<file path="config.mk">
export PLATFORM = sky130hd
export DESIGN_NAME = seq_divider
export DESIGN_NICKNAME = d
export VERILOG_FILES = /design/src/rtl/seq_divider.sv
export SDC_FILE = /design/constraint.sdc
export NUM_CORES = 1
export LEC_CHECK = 0
export CAP_MARGIN = 25
export CORE_UTILIZATION = 52
export DETAILED_ROUTE_END_ITERATION = 10
export GPL_TIMING_DRIVEN = 0
export PLACE_DENSITY_LB_ADDON = 0.1
export SLEW_MARGIN = 30
export SYNTH_ARGS = -nofsm -noshare
export SYNTH_HDL_FRONTEND = slang
export SYNTH_SLANG_ARGS = --single-unit
export TNS_END_PERCENT = 5
</file>
<file path="constraint.sdc">
create_clock -name clk -period 2.7 [get_ports clk]
set_input_delay 0.675 -clock clk [delete_from_list [all_inputs] [get_ports clk]]
set_output_delay 0.675 -clock clk [all_outputs]
set_load 0.05 [all_outputs]
</file>
<file path="src/rtl/seq_divider.sv">
// seq_divider: 8-bit by 4-bit sequential shift-subtract restoring divider
// Ports:
//   clk   - rising-edge clock
//   reset - synchronous active-high reset
//   start - request a division, sampled only in IDLE
//   dn    - unsigned 8-bit dividend, captured when start is accepted
//   dv    - unsigned 4-bit divisor, captured when start is accepted
//   q     - registered quotient, held until the next completion
//   r     - registered remainder, held until the next completion
//   busy  - high in every state other than IDLE
//   done  - one-cycle completion pulse
//   dbz   - divide-by-zero flag, valid with done and held afterwards
module seq_divider (
   input  logic       clk,
   input  logic       reset,
   input  logic       start,
   input  logic [7:0] dn,
   input  logic [3:0] dv,
   output logic [7:0] q,
   output logic [3:0] r,
   output logic       busy,
   output logic       done,
   output logic       dbz
);
   typedef enum logic [1:0] {IDLE, CALC, DONE} state_t;
   state_t state_q, state_d;
   logic [4:0] a_q, a_d;
   logic [7:0] sh_q, sh_d;
   logic [3:0] d_q, d_d;
   logic [3:0] cnt_q, cnt_d;
   logic [7:0] quo_q, quo_d;
   logic [3:0] rem_q, rem_d;
   logic       done_q, done_d;
   logic       dbz_q, dbz_d;
   logic       accept, last, ge;
   logic [5:0] a_sh;
   logic [4:0] t, a_nxt;
   logic [7:0] sh_nxt;

   always_ff @(posedge clk) begin
      if (reset) state_q <= IDLE;
      else       state_q <= state_d;
   end

   always_comb begin
      accept  = (state_q == IDLE) && start;
      last    = (cnt_q == 4'd7);
      state_d = (state_q == IDLE) ? (start ? ((dv == 4'd0) ? DONE : CALC) : IDLE) :
                (state_q == CALC) ? (last ? DONE : CALC) : IDLE;
   end

   always_comb begin
      busy = (state_q != IDLE);
      q    = quo_q;
      r    = rem_q;
      done = done_q;
      dbz  = dbz_q;
   end

   // One restoring step; a_sh[5] only guards the compare, since a kept
   // remainder never exceeds 2*15-1 the subtract result fits in 5 bits.
   always_comb begin
      a_sh   = {a_q, sh_q[7]};
      ge     = a_sh >= {2'b00, d_q};
      t      = a_sh[4:0] - {1'b0, d_q};
      a_nxt  = ge ? t : a_sh[4:0];
      sh_nxt = {sh_q[6:0], ge};
   end

   always_comb begin
      a_d    = a_q;
      sh_d   = sh_q;
      d_d    = d_q;
      cnt_d  = cnt_q;
      quo_d  = quo_q;
      rem_d  = rem_q;
      dbz_d  = dbz_q;
      done_d = 1'b0;
      if (accept && (dv != 4'd0)) begin
         a_d   = 5'd0;
         sh_d  = dn;
         d_d   = dv;
         cnt_d = 4'd0;
      end else if (accept) begin
         quo_d  = 8'hFF;
         rem_d  = dn[3:0];
         dbz_d  = 1'b1;
         done_d = 1'b1;
      end
      if (state_q == CALC) begin
         a_d   = a_nxt;
         sh_d  = sh_nxt;
         cnt_d = cnt_q + 4'd1;
         // Publish the result of this final iteration, not the stale registers.
         if (last) begin
            quo_d  = sh_nxt;
            rem_d  = a_nxt[3:0];
            dbz_d  = 1'b0;
            done_d = 1'b1;
         end
      end
   end

   always_ff @(posedge clk) begin
      if (reset) begin
         a_q    <= '0;
         sh_q   <= '0;
         d_q    <= '0;
         cnt_q  <= '0;
         quo_q  <= '0;
         rem_q  <= '0;
         dbz_q  <= 1'b0;
         done_q <= 1'b0;
      end else begin
         a_q    <= a_d;
         sh_q   <= sh_d;
         d_q    <= d_d;
         cnt_q  <= cnt_d;
         quo_q  <= quo_d;
         rem_q  <= rem_d;
         dbz_q  <= dbz_d;
         done_q <= done_d;
      end
   end
endmodule

</file>
==> impl_metrics.yaml <==
clock_tree:
  cts.sink_count: 37
  cts_buffer_depth: 2
  cts_inserted_buffers: 5
  root_buffer: "clkbuf_4"
  postCtsSetupRepairBufs: 0
  h-tree-depth: 2
  cts_resized: 0
  hold_buffers: 0
  cts_tree: "built"
  insertion_delay_ns: 0.36
  cts.clk_slew.worst_paths_ns: 0.11
sta:
  worst_pin_slew_ns: 0.690
  fin_ws_ns: 0.313
  tns_ns: 0
  hold_violations: 0
  rsz0062_at_grt: "false"
  fin_crit_ns: 2.39
  min_period_over_period_pct: 88.4
  setup_viol: 0
  slew_violations: 0
  max_freq_ghz: 0.419
  maxSlewHeadroom_pct: 54.0
  clock_skew_ns: 0.0155
yosys:
  ys_ff_latch: 37
  syn_avg_cell_area_um2: 9.20
  yosys-top-cells-count: "dfxtp_1, nor2_1, nand2_1, a21oi_1, nor3_1"
  synth_compound_area_share_pct: 17.6
  ys_seq_area_share_pct: 41.7
  synth.area.mux_share_pct: 5.43
  syn_area_um2: 1780
  synth-xor-area-share_pct: 0.987
  ys_types: 42
  synth_edf_count: 0
  async_reset_ff_share_pct: 0
  synthAdderAreaFrac_pct: 4.65
  synthCells: 193
  yosysTopAreaCell: "dfxtp_1"
  synth.net_count: 214
  synth_warnings: 0
  synth_top_area_share_pct: 41.7
  synth_top_family_by_area: "simple AND/OR/NAND/NOR gates"
  synth_simple_gate_area_share_pct: 24.2
  ys.flop_type: "dfxtp_1"
  ys_top_cells_by_area: "dfxtp_1, nor2_1, a311oi_2"
  synth_most_common_cell: "dfxtp_1"
power_and_ir_drop:
  total_power_mw: 1.37
  powerDensity_nw_per_um2: 621
  power.leakage_nw: 0.862
  ir_drop_mv: 0.395
routing:
  drcViolationCount: 0
  routed_wl_um: 4030
  ant_nets: 0
  wire_per_inst_um: 14.7
  dr.pass1.iters: 4
  dr_total_vias: 1553
  drt_iter0_drc: 65
  viasPerCell: 5.69
setup_path:
  startpoint: "state_q[0]"
  cp.depth: 2
  start_kind: "flip-flop"
  worstSetupPathType: "flip-flop to primary output"
  cp.arrival_ns: 1.71
  r2r_setup_slack_ns: 0.61
  timing.rr.end: "r[0]"
  rr_worst_depth: 10
  crit_buf_inv: 1
  crit_path_end: "busy"
  cp.required_ns: 2.03
  worstReg2RegStart: "sh_q[7]"
  crit_path_max_incr_delay_ns: 0.70
  crit_slowest_cell: "clkdlybuf4s50_1"
  crit_fanout: 4
  end_kind: "primary output"
  cp_top_family: "buffers and inverters"
  cp_cell_sequence: "or2_2, clkdlybuf4s50_1"
global_route:
  grt_pass1_vias: 1458
  grt_max_degree: 13
  grt_pass1_wl_um: 6620
  antenna_found_initial: 0
  grt_usage_pct: 25.0
  grt_remaining_overflow: 0
finish:
  drive_gt1_share_pct: 14.0
  nets: 249
  antenna_cells: 0
  syn_to_final_growth_pct: 24.7
  n_fill_cell: 247
floorplanning:
  coreArea_um2: 3150
  fp-row-count: 20
  dieArea_um2: 3650
  start_util_pct: 56.3
  die_h_um: 60.4
  dieWidth_um: 60.4
  io_pins: 30
worst_hold_path:
  hp-class: "flip-flop to flip-flop"
run_status:
  status: "finished clean"
placement:
  post-dp-hpwl_um: 2940
  port_buffers: 28
  post-place-ws_ns: 0.206
  place_congestion: 0.777
run:
  maxCapViolCount: 0
## per-stage QoR
| step | std cells | util [%] | instance area (um^2) | hold WS, ns |
|---|---|---|---|---|
| 2_1_floorplan | 193 | - | 1780 | 0.460 |
| 3_3_place_gp | 265 | 66.9 | 2110 | 0.472 |
| 3_5_place_dp | 265 | 66.9 | 2110 | 0.490 |
| 4_1_cts | 273 | 70.2 | 2210 | 0.506 |
| 5_1_grt | 273 | 70.2 | 2210 | 0.532 |
| 6_report | 273 | 70.2 | 2210 | 0.503 |
## cell families after synthesis
group                    after synthesis
multiplexers                           9
flip-flops                            37
XOR/XNOR                               2
AO/OA/AOI/OAI                         37
buffers and inverters                 17
adder cells (fa/ha/maj)                6
AND/OR/NAND/NOR                       85
## final cells by class
class / count / area [um^2] / area share (%)
Multi-Input combinational cell: 139 / 940 / 42.5
Sequential cell: 37 / 741 / 33.5
Timing Repair Buffer: 28 / 280 / 12.7
Buffer: 12 / 76.3 / 3.45
Clock inverter: 3 / 65.1 / 2.94
Tap cell: 44 / 55.1 / 2.49
Clock buffer: 5 / 37.5 / 1.70
Inverter: 5 / 18.8 / 0.848
## worst min-delay path by stage
| stage | from | cells past startpoint | slack (ns) | endpoint |
|---|---|---|---|---|
| 2_1_floorplan | a_q[1] | 1 | 0.46 | a_q[1] |
| 3_3_place_gp | r[3] | 2 | 0.47 | r[3] |
| 3_5_place_dp | q[5] | 2 | 0.49 | q[5] |
| 4_1_cts | r[3] | 2 | 0.51 | r[3] |
| 5_1_grt | r[3] | 2 | 0.53 | r[3] |
| 6_report | r[3] | 2 | 0.50 | r[3] |
## flip-flops by register name, indices dropped and copies added (netlist names)
register and flops:
a_q 5, cnt_q 4, d_q 4, dbz 1, done 1, q 8, r 4, sh_q 8
state_q 2
## report_power, final
group / internal, mW / total, mW / leakage (nW) / switching [mW]
Clock: 0.287 / 0.482 / 0.0552 / 0.195
Combinational: 0.129 / 0.291 / 0.505 / 0.162
Sequential: 0.577 / 0.602 / 0.302 / 0.0249
## layout by cell type, fill, tap and decap left out, types with 5 or more instances in the layout
master | synthesis | final
dfxtp_1 | 37 | 37
a311oi_2 | 8 | 8
inv_1 | 5 | 5
nand2_1 | 21 | 21
nor3_1 | 9 | 9
clkdlybuf4s50_1 | 0 | 28
ha_1 | 5 | 5
mux2i_1 | 7 | 7
clkbuf_4 | 0 | 5
nor2_1 | 34 | 34
a21oi_1 | 13 | 13
## routing by layer
layer	vias up	GRT usage, %	routed length [um]
li1	748	-	-
met1	723	31.9	1800
met2	73	41.8	1910
met3	9	4.69	236
met4	0	10.4	76
met5	-	0	0
## worst reg2reg max path, delay by kind of cell, from the launching register on
| kind | cells | cell delay [ns] |
|---|---|---|
| compound gates | 1 | 0.14 |
| fa+ha+maj | 2 | 0.56 |
| buf+inv | 3 | 0.29 |
| flops | 1 | 0.33 |
| mux | 1 | 0.31 |
| simple gates | 3 | 0.40 |
No activity file was read; power rests on OpenSTA's default activity.
